<file path="src/rtl/disp_pkg.sv">
// Shared types and constants for the countdown display sequencer.
package disp_pkg;

    localparam int unsigned DIGIT_W = 4;
    localparam int unsigned OP_W    = 3;

    // Operation symbol codes understood by the seven-segment driver
    localparam logic [OP_W-1:0] OP_T = OP_W'(0);
    localparam logic [OP_W-1:0] OP_A = OP_W'(1);
    localparam logic [OP_W-1:0] OP_C = OP_W'(2);
    localparam logic [OP_W-1:0] OP_B = OP_W'(3);

    typedef enum logic [1:0] {
        ST_IDLE   = 2'd0,
        ST_SYMBOL = 2'd1,
        ST_COUNT  = 2'd2
    } state_e;

    // Control payload presented to the seven-segment driver
    typedef struct packed {
        logic               en;
        logic               disp_mode;
        logic [OP_W-1:0]    op_code;
        logic [DIGIT_W-1:0] digit_val;
    } disp_ctrl_t;

endpackage

</file>
<file path="src/rtl/countdown_disp_ctrl_if.sv">
// Request / display-control bundle between the requester and the sequencer.
interface countdown_disp_ctrl_if;
    import disp_pkg::*;

    logic               i_start;
    logic [OP_W-1:0]    i_op_code;
    logic [DIGIT_W-1:0] i_count;
    logic               i_abort;
    logic               o_busy;
    logic               o_done;
    logic               o_en;
    logic               o_disp_mode;
    logic [OP_W-1:0]    o_op_code;
    logic [DIGIT_W-1:0] o_digit_val;

    // Requester side
    modport master (
        output i_start, i_op_code, i_count, i_abort,
        input  o_busy, o_done, o_en, o_disp_mode, o_op_code, o_digit_val
    );

    // Sequencer side
    modport slave (
        input  i_start, i_op_code, i_count, i_abort,
        output o_busy, o_done, o_en, o_disp_mode, o_op_code, o_digit_val
    );
endinterface

</file>
<file path="src/rtl/tick_prescaler.sv">
// Clear-able 0..limit-1 counter with terminal-count pulse and half-period flag.
// half_c reflects the count value that will be held after the coming edge,
// so a consumer can register it alongside its own next-state.
module tick_prescaler #(
    parameter  int unsigned MAX_CNT = 8,
    localparam int unsigned CW      = $clog2(MAX_CNT + 1)
) (
    input  logic          clk,
    input  logic          rst_n,
    input  logic          clr,
    input  logic [CW-1:0] limit,
    output logic          tc_c,
    output logic          half_c
);

    logic [CW-1:0] cnt_q;
    logic [CW-1:0] cnt_d;

    // Next count: wrap on terminal count, hold at zero while cleared
    always_comb begin
        tc_c   = (cnt_q == (limit - CW'(1)));
        cnt_d  = (clr || tc_c) ? '0 : (cnt_q + CW'(1));
        half_c = (cnt_d >= (limit >> 1));
    end

    // Count register
    always_ff @(posedge clk or negedge rst_n) begin
        if (!rst_n) begin
            cnt_q <= '0;
        end else begin
            cnt_q <= cnt_d;
        end
    end

endmodule

</file>
<file path="src/rtl/countdown_disp_ctrl.sv">
// Countdown display sequencer: shows an op symbol, then counts a digit down
// once per second, pulsing done on expiry.
// Optional feature macro: COUNTDOWN_BLINK_EN (blink the display during the
// last four seconds of the countdown).
module countdown_disp_ctrl
    import disp_pkg::*;
#(
    parameter int unsigned SYM_CYC = 100_000_000,
    parameter int unsigned SEC_CYC = 100_000_000
) (
    input logic                  clk,
    input logic                  rst_n,
    countdown_disp_ctrl_if.slave bus
);

    localparam int unsigned PRE_MAX = (SYM_CYC > SEC_CYC) ? SYM_CYC : SEC_CYC;
    localparam int unsigned LIM_W   = $clog2(PRE_MAX + 1);

    state_e     state_q;
    state_e     state_d;
    disp_ctrl_t disp_q;
    disp_ctrl_t disp_d;
    logic       busy_q;
    logic       busy_d;
    logic       done_q;
    logic       done_d;

    logic [LIM_W-1:0] limit_c;
    logic             pre_clr_c;
    logic             pre_tc_c;
    logic             pre_half_c;

    // One prescaler shared by both timed states; its limit follows the state
    assign limit_c   = (state_q == ST_SYMBOL) ? LIM_W'(SYM_CYC) : LIM_W'(SEC_CYC);
    assign pre_clr_c = (state_q == ST_IDLE) || bus.i_abort;

    tick_prescaler #(
        .MAX_CNT (PRE_MAX)
    ) u_prescaler (
        .clk    (clk),
        .rst_n  (rst_n),
        .clr    (pre_clr_c),
        .limit  (limit_c),
        .tc_c   (pre_tc_c),
        .half_c (pre_half_c)
    );

`ifndef COUNTDOWN_BLINK_EN
    logic unused_pre_half;
    assign unused_pre_half = pre_half_c;
`endif

    // Next state and next registered outputs
    always_comb begin
        state_d = state_q;
        disp_d  = disp_q;
        done_d  = 1'b0;
        busy_d  = 1'b0;

        if (bus.i_abort) begin
            state_d = ST_IDLE;
        end else begin
            case (state_q)
                ST_IDLE: begin
                    if (bus.i_start) begin
                        state_d          = ST_SYMBOL;
                        disp_d.op_code   = bus.i_op_code;
                        disp_d.digit_val = bus.i_count;
                    end
                end
                ST_SYMBOL: begin
                    if (pre_tc_c) begin
                        state_d = ST_COUNT;
                    end
                end
                ST_COUNT: begin
                    if (pre_tc_c) begin
                        if (disp_q.digit_val != '0) begin
                            disp_d.digit_val = disp_q.digit_val - DIGIT_W'(1);
                        end else begin
                            done_d  = 1'b1;
                            state_d = ST_IDLE;
                        end
                    end
                end
                default: state_d = ST_IDLE;
            endcase
        end

        busy_d           = (state_d != ST_IDLE);
        disp_d.disp_mode = (state_d == ST_COUNT);
        disp_d.en        = busy_d;
`ifdef COUNTDOWN_BLINK_EN
        if ((state_d == ST_COUNT) && (disp_d.digit_val <= DIGIT_W'(3)) && pre_half_c) begin
            disp_d.en = 1'b0;
        end
`endif
    end

    // State register
    always_ff @(posedge clk or negedge rst_n) begin
        if (!rst_n) begin
            state_q <= ST_IDLE;
        end else begin
            state_q <= state_d;
        end
    end

    // Output registers
    always_ff @(posedge clk or negedge rst_n) begin
        if (!rst_n) begin
            disp_q <= '0;
            busy_q <= 1'b0;
            done_q <= 1'b0;
        end else begin
            disp_q <= disp_d;
            busy_q <= busy_d;
            done_q <= done_d;
        end
    end

    assign bus.o_busy      = busy_q;
    assign bus.o_done      = done_q;
    assign bus.o_en        = disp_q.en;
    assign bus.o_disp_mode = disp_q.disp_mode;
    assign bus.o_op_code   = disp_q.op_code;
    assign bus.o_digit_val = disp_q.digit_val;

endmodule

</file>
<file path="src/flat_wrapper.sv">
// flat-port wrapper written by rule: the top's interface ports become plain ports
module countdown_disp_ctrl_flat import disp_pkg::*;
#(
    parameter int unsigned SYM_CYC = 100_000_000,
    parameter int unsigned SEC_CYC = 100_000_000
)
  (clk, rst_n, bus_i_start, bus_i_op_code, bus_i_count, bus_i_abort, bus_o_busy, bus_o_done, bus_o_en, bus_o_disp_mode, bus_o_op_code, bus_o_digit_val);
  countdown_disp_ctrl_if bus_i ();
  input logic clk;
  input logic rst_n;
  input wire logic [$bits(bus_i.i_start)-1:0] bus_i_start;
  input wire logic [$bits(bus_i.i_op_code)-1:0] bus_i_op_code;
  input wire logic [$bits(bus_i.i_count)-1:0] bus_i_count;
  input wire logic [$bits(bus_i.i_abort)-1:0] bus_i_abort;
  output wire logic [$bits(bus_i.o_busy)-1:0] bus_o_busy;
  output wire logic [$bits(bus_i.o_done)-1:0] bus_o_done;
  output wire logic [$bits(bus_i.o_en)-1:0] bus_o_en;
  output wire logic [$bits(bus_i.o_disp_mode)-1:0] bus_o_disp_mode;
  output wire logic [$bits(bus_i.o_op_code)-1:0] bus_o_op_code;
  output wire logic [$bits(bus_i.o_digit_val)-1:0] bus_o_digit_val;
  assign bus_i.i_start = bus_i_start;
  assign bus_i.i_op_code = bus_i_op_code;
  assign bus_i.i_count = bus_i_count;
  assign bus_i.i_abort = bus_i_abort;
  assign bus_o_busy = bus_i.o_busy;
  assign bus_o_done = bus_i.o_done;
  assign bus_o_en = bus_i.o_en;
  assign bus_o_disp_mode = bus_i.o_disp_mode;
  assign bus_o_op_code = bus_i.o_op_code;
  assign bus_o_digit_val = bus_i.o_digit_val;
  countdown_disp_ctrl #(.SYM_CYC(SYM_CYC), .SEC_CYC(SEC_CYC)) u_core (.clk(clk), .rst_n(rst_n), .bus(bus_i));
endmodule
</file>
<file path="config.mk">
export PLATFORM = sky130hd
export DESIGN_NAME = countdown_disp_ctrl_flat
export DESIGN_NICKNAME = d
export VERILOG_FILES = /design/src/rtl/disp_pkg.sv /design/src/rtl/countdown_disp_ctrl_if.sv /design/src/rtl/tick_prescaler.sv /design/src/rtl/countdown_disp_ctrl.sv /design/src/flat_wrapper.sv
export SDC_FILE = /design/constraint.sdc
export NUM_CORES = 1
export LEC_CHECK = 0
export CAP_MARGIN = 40
export CORE_MARGIN = 1
export CORE_UTILIZATION = 40
export CTS_CLUSTER_DIAMETER = 30
export DETAILED_ROUTE_END_ITERATION = 8
export GPL_TIMING_DRIVEN = 0
export PLACE_DENSITY = 0.62
export SYNTH_ARGS = -nofsm -noshare
export SYNTH_HDL_FRONTEND = slang
export SYNTH_SLANG_ARGS = --single-unit
</file>
<file path="constraint.sdc">
create_clock -name clk -period 2.17 [get_ports clk]
set_input_delay 0.434 -clock clk [delete_from_list [all_inputs] [get_ports clk]]
set_output_delay 0.434 -clock clk [all_outputs]
set_load 0.02 [all_outputs]
</file>
[Yosys cells after proc, flatten, opt, wreduce, memory -nomap -nowiden]
Index checks and enable logic that the tools add are counted.
Cells by class
  $add $sub $neg: 2
  multipliers: 0
  divide/modulo/power cells: 0
  order comparisons: 0
  eq/ne operators: 7
  shifts and indexed selects: 0
  muxes and demuxes: 15
  bitwise operators: 1
  reduce and logical (&&, ||, !) cells: 8
Operators with widths (count)
  $add 27x1->27 const B: 1
  $eq 27x27->1 const B: 1
  $mux 27: 1
  $mux 4: 3
  $mux 2: 5
  $pmux 4 s2: 1
  $pmux 2 s3: 1
  $reduce_and 5->1: 1
  $eq 2x2->1 const B: 2
  $mux 1: 4
  $ne 2x1->1 const B: 2
  $reduce_bool 2->1: 2
  $reduce_bool 4->1: 1
  $sub 4x1->4 const B: 1
  $reduce_and 3->1: 1
  $eq 2x1->1 const B: 1
  $logic_not 2->1: 1
  $logic_or 1x1->1: 2
  $ne 2x2->1 const B: 1
  $not 1->1: 1
Word-level totals
  bits in registers: 39
  latch bits: 0
  RAM bits: 0
  memory bits (read-only): 0
  input bits: 11
  output and inout port bits: 11
  word-level logic and storage cells: 40
  memories kept: 0

[Logic depth before layout (Yosys ltp)]
Gate-level depths: netlist (run 1).
  depth after elaboration: 6
  gate-level depth with buffers: 9
  gate-level depth less buffers: 6

[Modules after synthesis]
A second synthesis (run 1) with hierarchy kept.
Second synthesis, totals
  cell total of the unflattened synthesis: 442
  area, all modules: 3577.2 um^2
By module, submodules not included
  tick_prescaler: instances 1, cells each 378, area each 2935.3 um^2, seq. area each 675.6 um^2
  countdown_disp_ctrl: instances 1, cells each 64, area each 641.9 um^2, seq. area each 300.3 um^2

[Least setup slack after synthesis (run 1)]
OpenSTA, ideal clock, no wires.
  path kind: flip-flop to flip-flop
  start: reg u_core.u_prescaler.cnt_q[0]
  end: reg u_core.u_prescaler.cnt_q[19]
  library setup time: 0.119 ns
  arrival: 1.877 ns
  data required time: 2.051 ns
  path slack: 0.174 ns
  cell stages (with the launch flop): 10
  path buffers: 3
  clock period less this slack: 1.996 ns
  cells stage by stage: dfrtp_1 > ha_1 > nand4_2 > or3_1 > buf_6 > nor3_4 > or3_1 > buf_2 > buf_4 > nor2_1
On the way
  word-level cells in the longest chain between the ends: 3
  elaborated cells between the ends (all ways): 4
  classes of those cells: add/sub (1); eq/ne (1); mux (1); reduce/logical (1)
RTL lines
  start: declaration: RTL line tick_prescaler.sv:16  | logic [CW-1:0] cnt_q;
  start signal: assignment: RTL line tick_prescaler.sv:31  | cnt_q <= cnt_d;
  branches (longest 2 deep; another with $add 27x1->27)
  $mux 27 *: RTL line tick_prescaler.sv:22  | cnt_d = (clr || tc_c) ? '0 : (cnt_q + CW'(1));
  named net u_core.u_prescaler.cnt_d[19]: RTL line tick_prescaler.sv:17  | logic [CW-1:0] cnt_d;
Mark *: on every way through the listed nets, which the timed path passes.
A chain may end at the register's enable or synchronous reset.

==> metrics, run 1 <==
final design area excluding fillers 2440 µm²; most instantiated library cell after synthesis sky130_fd_sc_hd__nor2_1; commonest cells in the synthesized netlist sky130_fd_sc_hd__nor2_1 (42), sky130_fd_sc_hd__dfrtp_1 (39), sky130_fd_sc_hd__xnor2_1 (24); maximum resistive drop on vdd 0.318 mV; H-tree level count 2; Worst Path Buf+Inv 1; CTS tree built; final weighted congestion of routability-driven global placement 0.770; core region area 4720 µm²; sequential cell area fraction in the yosys report 49.4%; GR Util met2 27.2%; critical path startpoint category flop; global route overflow 0; Syn Area/Cell 9.77 µm²; global-route met3 utilization 3.33%; measured slew at the worst slew-check pin 0.714 ns; reported net switching power 0.000390 W; status finished, final reports clean; Fin Clk Skew 0.0106 ns; via density per instance 4.89; pin count of the biggest net entering global routing 30; internal power summed over all cells 0.00122 W; number of distinct library cell variants in the gate-level netlist after synthesis 39; half-perimeter wire length after detailed placement 2560 µm; data required time at the worst endpoint 2.34 ns; clock buffer depth 2; vias in the first global route 1,513; relative max-transition margin 52.3%; count of antenna diodes in the layout 0; All-Layer GR Usage 16.7%; Die Area 5220 µm²; number of setup violations in the final report 0; layout net count 246; number of hold violations in the final report 0; net count of the mapped netlist 215; clock insertion delay at the later pin of the skew report 0.30 ns; share of total power in sequential cells 49.1%; residual DRC count 0; buffer cell driving the clock tree root sky130_fd_sc_hd__clkbuf_8; starting density of the core 41.8%; share of the clock period used by the worst path after layout 95.5%; Top Usage Layer GRT met2; Main synth FF type sky130_fd_sc_hd__dfrtp_1; Initial DRC Count 65; critical path's slowest cell sky130_fd_sc_hd__or3_4; post-layout min period 2.07 ns; cell area after technology mapping 1970 µm²; net switching fraction of the power 24.2%; number of vias in the routed layout 1,466; number of placed I/O pins 22; largest fanout on the critical path 6; initial antenna violation count 0; number of flip-flops and latches in the synthesized netlist 39; global routing usage on met1 20.6%; fraction of registers with async set or reset after synthesis 100%; cell-by-cell trace of the critical path ha_4 -> nand4_4 -> or3_1 -> buf_6 -> or3_4 -> o21ai_2 -> a21oi_1; fraction of final layout cells sized beyond drive strength 1 14.6%; wirelength, routed 3710 µm; total CTS buffers 5; number of flops mapped to enable cells by yosys 0; first-pass GRT wire length 6590 µm; chip height 72.3 µm; placement-stage cell area 2270 µm²; number of filler instances in the final layout 463; final hold slack 0.502 ns; post-synthesis cell count 202; quantity of I/O buffers inserted on ports 20; stage delay of the slowest cell on the critical path 0.42 ns; P&R area growth vs syn 23.8%; clock-pin slew reported for the worst setup and hold paths after clock tree synthesis 0.08 ns; Slew Limit Fails 0; antenna-violating nets left 0; top achievable clock speed 0.482 GHz; clock power share 36.4%; Top Family by Delay on Critical Path simple AND/OR/NAND/NOR gates; type of element capturing the critical path flop; top cell type by total area after synthesis sky130_fd_sc_hd__dfrtp_1; worst hold path class in -> reg; number of clock sinks 39; max-cap viol count 0; mean routed wirelength per cell 12.4 µm; cell types with the largest area share after synthesis sky130_fd_sc_hd__dfrtp_1 (49%), sky130_fd_sc_hd__xnor2_1 (11%), sky130_fd_sc_hd__nor2_1 (8.0%), sky130_fd_sc_hd__mux2_2 (2.9%), sky130_fd_sc_hd__nand3_1 (2.5%); width of the die 72.3 µm; data arrival time of the critical path 2.24 ns; power per unit of standard cell area 658 nW/µm²; length of the first detailed-routing pass in iterations 4; total number of placement rows 25; Warnings, synthesis 0; static power due to leakage 0.935 nW; startpoint-to-endpoint class of the critical path reg -> reg; Yosys top cell area share 49.4%; part of the power in combinational logic 14.5%
[what timing repair did]
item                                   4_1_cts  5_1_grt
endpoints found under the hold margin        5        0
pin swaps                                    0        1
buffers inserted                             1        1
gates cloned                                 0        0
hold buffers                                 1        0
resized for setup                            4        4
setup endpoints to repair                   26       28
[layout by cell type, fill, tap and decap left out, types with 5 or more instances in the layout]
cell,Yosys,routed
sky130_fd_sc_hd__a21oi_1,6,6
sky130_fd_sc_hd__clkbuf_8,0,5
sky130_fd_sc_hd__clkdlybuf4s50_1,0,19
sky130_fd_sc_hd__dfrtp_1,39,39
sky130_fd_sc_hd__inv_1,8,8
sky130_fd_sc_hd__mux2_2,5,5
sky130_fd_sc_hd__nand2_1,13,13
sky130_fd_sc_hd__nand3_1,10,10
sky130_fd_sc_hd__nor2_1,42,42
sky130_fd_sc_hd__nor3_1,8,8
sky130_fd_sc_hd__nor4_1,7,7
sky130_fd_sc_hd__xnor2_1,24,24
[cell type report]
class	count	area (µm²)	share of cell area, %
Buffer	8	60.1	2.46
Clock buffer	6	72.6	2.97
Clock inverter	1	30.0	1.23
Inverter	8	30.0	1.23
Multi-Input combinational cell	147	952	38.9
Sequential cell	39	976	39.9
Tap cell	67	83.8	3.43
Timing Repair Buffer	24	240	9.83
[metal layers]
metal	up-vias	wire length (µm)
met3	10	107
met5	-	0
met4	0	101
li1	738	-
met2	22	1730
met1	696	1770
[power groups by stage]
stage | combinational, W | sequential [W] | clock, W
2_1_floorplan | 0.0000812 | 0.000837 | 0
4_1_cts | 0.000236 | 0.000789 | 0.000607
6_report | 0.000233 | 0.000790 | 0.000585
5_1_grt | 0.000253 | 0.000795 | 0.000636
3_5_place_dp | 0.000228 | 0.000804 | 0
3_3_place_gp | 0.000222 | 0.000803 | 0
[registers in the layout, indices dropped and copies added (netlist names)]
name / cells
u_core.bus.o_digit_val: 4
u_core.bus.o_disp_mode: 1
u_core.bus.o_done: 1
u_core.bus.o_en: 1
u_core.bus.o_op_code: 3
u_core.state_q: 2
u_core.u_prescaler.cnt_q: 27
[metrics by stage]
step	instances	TNS, ns	setup slack [ns]	utilization, %	total power (W)
detailed placement	290	-2.21	-0.115	48.1	0.00103
global route	300	-0.0221	-0.00791	51.8	0.00168
CTS	299	-0.000876	-0.000876	50.9	0.00163
global placement	289	-13.38	-0.297	47.8	0.00102
finish	300	0	0.0967	51.8	0.00161
floorplan	202	0	0.174	-	0.000918
[cell families (layout without fill, tap and decap cells)]
family                   after synthesis  in the layout  share of synthesized area, %
AO/OA/AOI/OAI                         13             13                          4.50
XOR/XNOR                              27             27                          12.0
adder cells (fa/ha/maj)                2              2                          1.27
buffers and inverters                 16             47                          4.06
flip-flops                            39             39                          49.4
multiplexers                           6              6                          3.36
AND/OR/NAND/NOR                       99             99                          25.4
[final timing paths]
check                      slack [ns]                      endpoint  cells past startpoint                   startpoint
min in group asynchronous        0.54   u_core.u_prescaler.cnt_q[8]                      2                        rst_n
min                              0.50               u_core.bus.o_en                      2                  bus_i_abort
max in group asynchronous        1.20  u_core.u_prescaler.cnt_q[24]                      3                        rst_n
max reg2reg                       0.1        u_core.bus.o_disp_mode                      7  u_core.u_prescaler.cnt_q[0]
min reg2reg                      0.50       u_core.bus.o_op_code[2]                      1      u_core.bus.o_op_code[2]
max                               0.1        u_core.bus.o_disp_mode                      7  u_core.u_prescaler.cnt_q[0]
(Power assumes the default switching activity.)
==> run 2: changes to the inputs <==
Settings changed: ABC_CLOCK_PERIOD_IN_PS set to 2170, CTS_CLUSTER_SIZE set to 16.
==> results of run 2 <==
Final layout, timing and power as in run 1 (identical DEF).
